--- config.mk ---
export PLATFORM = sky130hd
export DESIGN_NAME = tpu_instr_issuer
export DESIGN_NICKNAME = d
export VERILOG_FILES = /design/src/rtl/tpu_instr_issuer.sv
export SDC_FILE = /design/constraint.sdc
export NUM_CORES = 1
export LEC_CHECK = 0
export BUFFER_PORTS_ARGS = -buffer_cell sky130_fd_sc_hd__buf_2
export CAP_MARGIN = 20
export CELL_PAD_IN_SITES_DETAIL_PLACEMENT = 1
export CELL_PAD_IN_SITES_GLOBAL_PLACEMENT = 2
export CORE_UTILIZATION = 35
export DETAILED_ROUTE_END_ITERATION = 8
export PLACE_DENSITY_LB_ADDON = 0.1
export SETUP_SLACK_MARGIN = 0.02
export SYNTH_ARGS = -nofsm -noshare
export SYNTH_HDL_FRONTEND = slang
export SYNTH_SLANG_ARGS = --single-unit
--- constraint.sdc ---
create_clock -name clk -period 2.5 [get_ports clk]
set_input_delay 0.25 -clock clk [delete_from_list [all_inputs] [get_ports clk]]
set_output_delay 0.25 -clock clk [all_outputs]
set_load 0.03 [all_outputs]
--- src/rtl/tpu_instr_issuer.sv ---
// Host-side sequencer for the TPU control unit: streams eight operand loads,
// waits out the compute window, issues four output reads and captures results.
module tpu_instr_issuer #(
    parameter int DW           = 8,
    parameter int RW           = 16,
    parameter int COMPUTE_WAIT = 8,
    parameter int READ_LAT     = 1
) (
    input  logic            clk,
    input  logic            rst_n,
    input  logic            start,
    input  logic            abort,
    input  logic [4*DW-1:0] a_flat,
    input  logic [4*DW-1:0] b_flat,
    input  logic [RW-1:0]   result_in,
    output logic [7:0]      instrn,
    output logic [DW-1:0]   data_out,
    output logic            busy,
    output logic            done,
    output logic [4*RW-1:0] c_flat,
    output logic            c_valid
);

    localparam int WCW = (COMPUTE_WAIT < 2) ? 1 : $clog2(COMPUTE_WAIT);

    typedef enum logic [2:0] {
        S_IDLE, S_LOAD, S_WAIT, S_READ, S_DRAIN, S_DONE
    } state_t;

    state_t            state_reg, state_next;
    logic [3:0]        cnt_reg, cnt_next;
    logic [WCW-1:0]    wait_reg, wait_next;
    logic [4*DW-1:0]   a_reg, a_next, b_reg, b_next;
    logic [7:0]        instrn_reg, instrn_next;
    logic [DW-1:0]     data_reg, data_next;
    logic              busy_reg, busy_next;
    logic              done_reg, done_next;
    logic              cvalid_reg, cvalid_next;
    logic [4*RW-1:0]   c_reg, c_next;

    // Stage k of the tracking pipe describes the read issued k cycles ago.
    logic [READ_LAT:0]     pipe_v_reg;
    logic [1:0]            pipe_s_reg [0:READ_LAT];
    logic                  push_v, pipe_clear, last_cap;
    logic [1:0]            push_s;

    always_ff @(posedge clk or negedge rst_n) begin
        if (!rst_n) begin
            state_reg  <= S_IDLE;
            cnt_reg    <= '0;
            wait_reg   <= '0;
            a_reg      <= '0;
            b_reg      <= '0;
            instrn_reg <= '0;
            data_reg   <= '0;
            busy_reg   <= 1'b0;
            done_reg   <= 1'b0;
            cvalid_reg <= 1'b0;
            c_reg      <= '0;
            pipe_v_reg <= '0;
            for (int i = 0; i <= READ_LAT; i++) pipe_s_reg[i] <= '0;
        end else begin
            state_reg  <= state_next;
            cnt_reg    <= cnt_next;
            wait_reg   <= wait_next;
            a_reg      <= a_next;
            b_reg      <= b_next;
            instrn_reg <= instrn_next;
            data_reg   <= data_next;
            busy_reg   <= busy_next;
            done_reg   <= done_next;
            cvalid_reg <= cvalid_next;
            c_reg      <= c_next;
            if (pipe_clear) begin
                pipe_v_reg <= '0;
                for (int i = 0; i <= READ_LAT; i++) pipe_s_reg[i] <= '0;
            end else begin
                pipe_v_reg    <= {pipe_v_reg[READ_LAT-1:0], push_v};
                pipe_s_reg[0] <= push_s;
                for (int i = 1; i <= READ_LAT; i++) pipe_s_reg[i] <= pipe_s_reg[i-1];
            end
        end
    end

    always_comb begin
        state_next  = state_reg;
        cnt_next    = cnt_reg;
        wait_next   = wait_reg;
        a_next      = a_reg;
        b_next      = b_reg;
        instrn_next = 8'h00;
        data_next   = '0;
        busy_next   = busy_reg;
        done_next   = 1'b0;
        cvalid_next = cvalid_reg;
        c_next      = c_reg;
        push_v      = 1'b0;
        push_s      = 2'd0;
        pipe_clear  = 1'b0;
        last_cap    = 1'b0;

        if (pipe_v_reg[READ_LAT]) begin
            c_next[pipe_s_reg[READ_LAT]*RW +: RW] = result_in;
            last_cap = (pipe_s_reg[READ_LAT] == 2'd3);
        end

        case (state_reg)
            S_LOAD: begin
                if (cnt_reg < 4'd8) begin
                    instrn_next = {4'b0000, cnt_reg[1:0], cnt_reg[2], 1'b1};
                    data_next   = cnt_reg[2] ? b_reg[cnt_reg[1:0]*DW +: DW]
                                             : a_reg[cnt_reg[1:0]*DW +: DW];
                    cnt_next    = cnt_reg + 4'd1;
                end else begin
                    state_next = S_WAIT;
                    wait_next  = WCW'(COMPUTE_WAIT - 1);
                end
            end
            S_WAIT: begin
                if (wait_reg == '0) begin
                    instrn_next = 8'h10;
                    push_v      = 1'b1;
                    cnt_next    = 4'd1;
                    state_next  = S_READ;
                end else begin
                    wait_next = wait_reg - WCW'(1);
                end
            end
            S_READ: begin
                if (cnt_reg < 4'd4) begin
                    instrn_next = {1'b0, cnt_reg[1:0], 1'b1, 4'b0000};
                    push_v      = 1'b1;
                    push_s      = cnt_reg[1:0];
                    cnt_next    = cnt_reg + 4'd1;
                end else begin
                    state_next = S_DRAIN;
                end
            end
            S_DRAIN: begin
                if (last_cap) begin
                    done_next   = 1'b1;
                    cvalid_next = 1'b1;
                    state_next  = S_DONE;
                end
            end
            S_DONE: begin
                busy_next  = 1'b0;
                state_next = S_IDLE;
            end
            default: ;
        endcase

        // A start presented while leaving the done cycle chains straight into a new sequence.
        if ((state_reg == S_IDLE || state_reg == S_DONE) && start) begin
            a_next      = a_flat;
            b_next      = b_flat;
            busy_next   = 1'b1;
            cvalid_next = 1'b0;
            instrn_next = 8'h01;
            data_next   = a_flat[DW-1:0];
            cnt_next    = 4'd1;
            state_next  = S_LOAD;
        end

        if (busy_reg && abort) begin
            state_next  = S_IDLE;
            instrn_next = 8'h00;
            data_next   = '0;
            busy_next   = 1'b0;
            done_next   = 1'b0;
            cvalid_next = cvalid_reg;
            c_next      = c_reg;
            a_next      = a_reg;
            b_next      = b_reg;
            push_v      = 1'b0;
            pipe_clear  = 1'b1;
        end
    end

    assign instrn   = instrn_reg;
    assign data_out = data_reg;
    assign busy     = busy_reg;
    assign done     = done_reg;
    assign c_flat   = c_reg;
    assign c_valid  = cvalid_reg;

endmodule

== Yosys cells after proc, flatten, opt, wreduce, memory -nomap -nowiden ==
Cells that the tools add are included.
Word-level totals
  register bits after elaboration: 163
  input port bits: 84
  logic and storage cells: 102
Operators by class
  $add $sub $neg: 3
  magnitude comparators: 2
  eq/ne operators: 15
  shift operators: 4
  multiplexer cells: 46
  bitwise logic cells: 1
  reductions and logical operators: 17
Operators by type and width (number)
  64-bit bitwise mux: 1
  16-bit by 34-bit variable shift with 64-bit output (first input constant): 1
  16-bit by 34-bit variable part select with 64-bit output: 1
  32-bit by 6-bit variable part select with 8-bit output: 2
  8-bit two-way mux: 7
  6-bit negator with 34-bit output: 1
  3-bit two-way mux: 8
  4-bit two-way mux: 6
  7-bit one-hot mux with 3 select lines: 1
  4-bit inequality test (second input constant): 4
  3-bit one-hot mux with 5 select lines: 1
  1-bit two-way mux: 14
  4-bit one-hot mux with 3 select lines: 1
  3-bit inequality test (second input constant): 3
  7-bit two-way mux: 1
  7-bit nonzero test: 1
  3-bit by 2-bit equality test with 1-bit output (second input constant): 2
  3-bit equality test (second input constant): 2
  3-bit zero test: 2
  2-bit two-way mux: 3
  3-bit one-hot mux with 2 select lines: 1
  3-bit AND reduction: 2
  2-bit nonzero test: 3
  5-bit two-way mux: 1
  other kinds (16): 19

== Longest topological paths before layout ==
Gate-level depths: netlist of run 1.
  depth in word-level cells: 6
  depth in mapped cells: 7

== Least setup slack after synthesis of run 1 ==
OpenSTA, ideal clock, no wires.
  path kind: reg2reg
  start point: reg pipe_s_reg[0] (netlist name)
  end point: reg c_reg[10] (netlist: c_flat[10])
  arrival time: 1.757 ns
  setup slack: 0.661 ns
  cell stages (with the launch flop): 7
  buffers on the path: 1
  clock period less this slack: 1.839 ns
  cell sequence: dfrtp_1 -> inv_1 -> ha_1 -> nor3b_2 -> clkbuf_1 -> nand2_1 -> o21ai_0
On the way
  longest elaborated chain between the ends: 3
  elaborated cells on any way between the ends: 4
  classes of those cells: add/sub: 1; shift: 2; mux: 1
Ends and longest elaborated chain
  from (decl): RTL line 43  | logic [1:0] pipe_s_reg [0:READ_LAT];
  6-bit negator with 34-bit output *: RTL line 103  | c_next[pipe_s_reg[READ_LAT]*RW +: RW] = result_in;
  16-bit by 34-bit variable part select with 64-bit output or 16-bit by 34-bit variable shift with 64-bit output (tied branches): RTL line 103
  64-bit bitwise mux *: RTL line 103
  to (signal assigned): RTL line 73  | c_reg <= c_next;
  to (decl): RTL line 39  | logic [4*RW-1:0] c_reg, c_next;
Every way passes the cells marked *; elsewhere a longest branch is shown, timed or not.
A chain may end at the register's enable or synchronous reset.

== Final worst setup path of run 1 ==
  start point: reg busy_reg (netlist: busy)
  end point: reg b_reg[8]
On the way
  longest elaborated chain between the ends: 3
Ends and longest elaborated chain
  from (decl): RTL line 36  | logic busy_reg, busy_next;
  from (signal assigned): RTL line 70  | busy_reg <= busy_next;
  1-bit logical AND: RTL line 165  | if (busy_reg && abort) begin
  1-bit inverter (no line)
  2-bit AND reduction (no line)
  to (signal assigned): RTL line 67  | b_reg <= b_next;
  to (decl): RTL line 33  | logic [4*DW-1:0] a_reg, a_next, b_reg, b_next;
Every way passes these cells.

==> impl_metrics.tcl, run 1 <==
set metrics [dict create \
    hp-class "input port to flop" \
    internal_power_w 0.00423 \
    relSlewSlack 0.578 \
    grt_pass1_wl_um 29200 \
    synth-edff-count 0 \
    worstMarginPinSlew_ns 0.632 \
    drc 0 \
    critPathKind "flop to flop" \
    power_density_nw_per_um2 630 \
    path_max_fanout 48 \
    cts_root_buffer "clkbuf_16" \
    setup.worst_path.end_class "flop" \
    post_cts_buffers 0 \
    rsz0062_at_grt "false" \
    ys_seq_area_frac 0.589 \
    power_w 0.00547 \
    largest_register_ffs 64 \
    io_pins 167 \
    p_comb_frac 0.039 \
    crit_arrival_ns 2.47 \
    cts_tree "yes" \
    synth-seq-cells 162 \
    period_needed_ns 2.18 \
    peakVddDrop_mv 0.426 \
    clock_latency_ns 0.42 \
    synth_area_per_cell_um2 12.1 \
    async_flop_share 1.00 \
    worst_ep_required_time_ns 2.79 \
    seq_area_um2 4050 \
    core_um2 19000 \
    start_util 0.362 \
    fp.dieW_um 142 \
    rows 50 \
    switching_share 0.226 \
    wl_per_cell_um 17.8 \
    max_freq_mhz 458 \
    maxSlewViolCount 0 \
    cap_violations 0 \
    synth_ff_type "dfrtp_1" \
    area_growth_pct 25.9 \
    crit_chain "and2_1 -> nor2_1 -> nand4_4 -> buf_12 -> mux2_1" \
    syn_inst 569 \
    viasPerCell 4.86 \
    die_h_um 142 \
    syn_area_um2 6880 \
    finClkSkew_ns 0.0104 \
    gp_congestion 0.779 \
    htreeDepth 4 \
    overflow 0 \
    seq_power_share 0.483 \
    max_stage_delay_ns 0.41 \
    multiInputGateArea_um2 2620 \
    drt_iter0_drc 172 \
    crit_path_start_kind "flop" \
    grtUsageTotal 0.191 \
    cts_resized 0 \
    tns_ns 0 \
    syn-num-nets 661 \
    drtPass1Iterations 4 \
    leakage_nw 4.52 \
    yosysWarnings 0 \
    setup_violations 0 \
    synth_cell_types 44 \
    numCtsBuffers 17 \
    fin_crit_sh 0.873 \
    portBuffers 165 \
    fin_util 0.456 \
    clkSinkCount 162 \
    hold_viol 0 \
    status "complete, no violations" \
    pwr-share-clk 0.477 \
    vias 4917 \
    p_sw_w 0.00124 \
    hold_buffers 1 \
    grt_max_degree 56 \
    hpwlAfterDp_um 13400 \
    cts_buffer_depth 2 \
    drive_gt1_frac 0.372 \
    drt_wl_total_um 18000 \
    fill_cells 2054 \
    critical-path-slowest-cell "dfrtp_1" \
    dieArea_um2 20200 \
    clkTransAtPathRegs_ns 0.07 \
    grt_pass1_vias 5276 \
    ant_nets 0 \
    nets 829 \
    antenna_found_initial 2 \
]
## logic make-up after synthesis
kind of cell,synth area share
flops,0.589
simple gates,0.102
compound gates,0.0900
mux,0.172
buf+inv,0.0322
fa+ha+maj,0.0145
other cells,0.000545
## stage by stage
| stage | hold slack, ns | area, µm² | worst slack (ns) | cells |
|---|---|---|---|---|
| 6_report | 0.0387 | 8670 | 0.318 | 1011 |
| 5_1_grt | 0.0169 | 8670 | 0.196 | 1011 |
| 4_1_cts | 0.0238 | 8670 | 0.285 | 1010 |
| 3_5_place_dp | 0.261 | 8070 | 0.298 | 977 |
| 3_3_place_gp | 0.251 | 8070 | 0.429 | 977 |
| 2_1_floorplan | -0.0456 | 6880 | 0.661 | 569 |
## layout by cell type, fill, tap and decap left out, drive strengths merged, types with 3 or more instances in the layout
master	count
dfrtp	162
nor3	9
mux2i	9
o21ai	53
a22o	16
nand2b	3
nand3	6
nand2	103
nor2	14
nor3b	3
clkinvlp	3
ha	8
and2	4
a21o	3
buf	183
mux4	16
o22ai	11
inv	22
mux2	65
a21oi	11
clkinv	3
clkbuf	19
## Yosys cell counts (all sizes together), types with 6 or more instances
master / count / share of area
clkbuf: 21 / 0.012
buf: 14 / 0.011
nand3: 6 / 0.0044
mux2i: 9 / 0.013
a21oi: 11 / 0.0080
o21ai: 53 / 0.039
mux4: 16 / 0.052
nand2: 103 / 0.056
dfrtp: 162 / 0.59
a22o: 16 / 0.020
nor2: 14 / 0.0076
inv: 17 / 0.0093
ha: 8 / 0.015
nor3: 9 / 0.0065
o22ai: 11 / 0.010
mux2: 65 / 0.11
## cell type report
cell class                      count  area share
Antenna cell                        1    0.000289
Timing Repair Buffer              184       0.117
Clock buffer                       19      0.0511
Clock inverter                     13      0.0170
Tap cell                          260      0.0375
Multi-Input combinational cell    355       0.302
Sequential cell                   162       0.468
Inverter                           17     0.00736
## per-layer routing
layer	global-route usage	vias up	part of all wire
met4	0.0577	2	0.012
met1	0.245	2443	0.44
li1	-	2328	-
met3	0.0528	17	0.053
met5	0	-	0.00072
met2	0.315	127	0.49
## path summary, 6_finish.rpt
kind | cells after the start | slack [ns] | from | to
min in group asynchronous | 2 | 0.37 | rst_n | busy
max in group asynchronous | 3 | 1.38 | rst_n | c_flat[14]
worst max-delay path | 5 | 0.32 | busy | b_reg[8]
worst max register to register | 5 | 0.32 | busy | b_reg[8]
worst min register to register | 1 | 0.45 | pipe_v_reg[0] | pipe_v_reg[1]
worst min-delay path | 2 | 0.04 | b_flat[14] | b_reg[14]
## power groups by stage
stage	Combinational (W)	Clock, W	Sequential (W)
detailed placement	0.000221	0	0.00269
finish	0.000215	0.00261	0.00264
global route	0.000241	0.00280	0.00264
floorplan	0.0000261	0	0.00272
global placement	0.000215	0	0.00269
CTS	0.000223	0.00267	0.00264
## critical path: cells and delay by family, from the launching register on
kind                   cells  cell delay [ns]
flip-flops                 1             0.41
multiplexers               1             0.35
AND/OR/NAND/NOR            3             0.90
buffers and inverters      1             0.35
(Power assumes the default switching activity.)
==> run 2, diff against run 1 <==
--- a/config.mk
+++ b/config.mk
@@ -5,11 +5,13 @@
 export SDC_FILE = /design/constraint.sdc
 export NUM_CORES = 1
 export LEC_CHECK = 0
+export ABC_AREA = 1
 export BUFFER_PORTS_ARGS = -buffer_cell sky130_fd_sc_hd__buf_2
 export CAP_MARGIN = 20
 export CELL_PAD_IN_SITES_DETAIL_PLACEMENT = 1
 export CELL_PAD_IN_SITES_GLOBAL_PLACEMENT = 2
-export CORE_UTILIZATION = 35
+export CORE_MARGIN = 2
+export CORE_UTILIZATION = 31
 export DETAILED_ROUTE_END_ITERATION = 8
 export PLACE_DENSITY_LB_ADDON = 0.1
 export SETUP_SLACK_MARGIN = 0.02
==> run 2 against run 1 <==
Effect of this change: hold slack got worse by 0.019 ns; critical path depth is 2 higher; synthesized cell count is 49% higher; sequential share of layout area fell by 1.6 points; non-clock buffer count up 3; combinational power increased to 17 times the previous value; maximum frequency grew 9.2%; utilization fell by 6.1 points; count of clock-buffer cells in the layout grew 1; clock skew is 0.0012 ns lower; total power rose by 89%; critical path type unchanged; largest cell class unchanged; largest power group unchanged.
==> impl_metrics.tcl, run 2 <==
set metrics [dict create \
    status "complete, no violations" \
    period_needed_ns 2.00 \
    max_stage_delay_ns 0.45 \
    fin_crit_sh 0.799 \
    final_cells 1305 \
    core_um2 22700 \
    post_cts_buffers 0 \
    crit_chain "inv_1 -> ha_1 -> inv_1 -> nand2_1 -> inv_1 -> nand4_1 -> nand2_1" \
    vias 6250 \
    synth.top_cell.area_share 0.563 \
    finClkSkew_ns 0.00929 \
    yosys-top-cells-area "dfrtp_1, nand2_1, o21ai_0" \
    hp-class "input port to flop" \
    start_util 0.317 \
    nets 1100 \
    rows 55 \
    syn-num-nets 941 \
    dieArea_um2 24500 \
    relSlewSlack 0.571 \
    hpwlAfterDp_um 16000 \
    synth-edff-count 0 \
    drtPass1Iterations 6 \
    fp.dieW_um 156 \
    die_h_um 156 \
    yosysWarnings 0 \
    synth-seq-cells 162 \
    drt_iter0_drc 234 \
    fill_cells 2784 \
    ys_seq_area_frac 0.563 \
    synth_cell_types 30 \
    crit_path_start_kind "flop" \
    setup_violations 0 \
    async_flop_share 1.00 \
    wl_per_cell_um 17.3 \
    cts_tree "yes" \
    critical-path-slowest-cell "ha_1" \
    clock_latency_ns 0.43 \
    hold_viol 0 \
    yosysTopAreaCell "dfrtp_1" \
    max_freq_mhz 500 \
    final_common_cell "nand2_1" \
    rr_startpoint "pipe_s_reg[1]" \
    power_density_nw_per_um2 1150 \
    grt_max_degree 72 \
    worst_ep_required_time_ns 2.82 \
    numCtsBuffers 17 \
    maxSlewViolCount 0 \
    clkSinkCount 162 \
    syn_inst 849 \
    grt_pass1_wl_um 36100 \
    synth_area_per_cell_um2 8.48 \
    drive_gt1_frac 0.232 \
    setup.worst_path.end_class "flop" \
    synth_common_cells "nand2_1, dfrtp_1, o21ai_0, inv_1, nand3_1" \
    path_max_fanout 14 \
    htreeDepth 4 \
    area_growth_pct 24.6 \
    critPathKind "flop to flop" \
    final_cell_mix "nand2_1, buf_2, dfrtp_1" \
    drc 0 \
    crit_arrival_ns 2.32 \
    worstMarginPinSlew_ns 0.644 \
    portBuffers 165 \
    rsz0062_at_grt "false" \
    grt_pass1_vias 6426 \
    cap_violations 0 \
    viasPerCell 4.79 \
    synth_most_common_cell "nand2_1" \
    leakage_nw 4.86 \
    startpoint "pipe_s_reg[1]" \
    crit_top_cell "inv_1" \
    cts_root_buffer "clkbuf_16" \
    cts_buffer_depth 2 \
    dp.cells 1272 \
    syn_area_um2 7200 \
    ant_nets 0 \
    peakVddDrop_mv 0.442 \
    gp_congestion 0.741 \
    hp-start "b_flat[24]" \
    grtUsageTotal 0.191 \
    synth_ff_type "dfrtp_1" \
    clkTransAtPathRegs_ns 0.07 \
    largest_register_ffs 64 \
    tns_ns 0 \
    n_antenna_cell 0 \
    overflow 0 \
    drt_wl_total_um 22600 \
    antenna_found_initial 0 \
    io_pins 167 \
]
-- run 2: cell count changes in the layout (fill, tap and decap cells not counted), sizes merged, moves of 18 or more --
cell   change
mux2      -65
a21oi     +19
nand3     +32
o21ai     +89
nand2    +180
nor2      +18
inv       +44
nand4     +25
-- run 2: path summary, 6_finish.rpt --
path | end | slack [ns] | cells past startpoint
worst max-delay path | c_flat[42] | 0.50 | 7
worst min-delay path | b_reg[24] | 0.02 | 3
worst max register to register | c_flat[42] | 0.50 | 7
worst min register to register | a_reg[31] | 0.47 | 2
max in group asynchronous | a_reg[31] | 1.28 | 3
min in group asynchronous | c_flat[44] | 0.39 | 2
-- run 2: logic make-up after synthesis --
group | after synthesis | share of synthesized area
other | 1 | 0.000521
AND/OR/NAND/NOR | 388 | 0.229
AO/OA/AOI/OAI | 178 | 0.128
adder cells (fa/ha/maj) | 8 | 0.0139
flip-flops | 162 | 0.563
buffers and inverters | 112 | 0.0657
-- run 2: final cells by class --
cell class	instances	area, µm²	share of cell area
Clock inverter	11	154	0.0172
Tap cell	285	357	0.0398
Clock buffer	20	447	0.0498
Timing Repair Buffer	187	1040	0.116
Multi-Input combinational cell	575	2670	0.298
Inverter	65	244	0.0272
Sequential cell	162	4050	0.452
-- run 2: stage by stage --
| step | setup WS (ns) | hold WS, ns | power [W] | utilization | instance area, µm² |
|---|---|---|---|---|---|
| after floorplan | 0.334 | -0.0456 | 0.00649 | - | 7200 |
| after global placement | 0.522 | 0.309 | 0.00771 | 0.368 | 8350 |
| after detailed placement | 0.490 | 0.305 | 0.00776 | 0.368 | 8350 |
| after CTS | 0.474 | 0.00101 | 0.0105 | 0.395 | 8970 |
| after global routing | 0.266 | 0.0160 | 0.0112 | 0.395 | 8970 |
| final | 0.502 | 0.0197 | 0.0103 | 0.395 | 8970 |
-- run 2: timing repair --
item	4_1_cts	5_1_grt
hold buffers	2	0
resized for setup	0	0
endpoints found under the hold margin	62	0
endpoints found under the setup margin	0	0
-- run 2: power by group --
part	leakage (nW)	total, W	internal (W)	switching, W
clock	0.276	0.00273	0.00160	0.00112
combinational	2.49	0.00376	0.00114	0.00262
sequential	2.10	0.00386	0.00344	0.000416
-- run 2: critical path, delay by kind of cell (launching register included) --
family	cells	cell delay [ns]
adders and majority gates	1	0.45
DFF	1	0.41
buffers and inverters	3	0.52
and+or+nand+nor	3	0.51
-- run 2: layer usage --
layer / routed length (µm) / track usage / vias up
li1: - / - / 3075
met1: 10500 / 0.254 / 2996
met2: 10800 / 0.321 / 152
met3: 927 / 0.0285 / 27
met4: 391 / 0.0581 / 0
met5: 0 / 0 / -
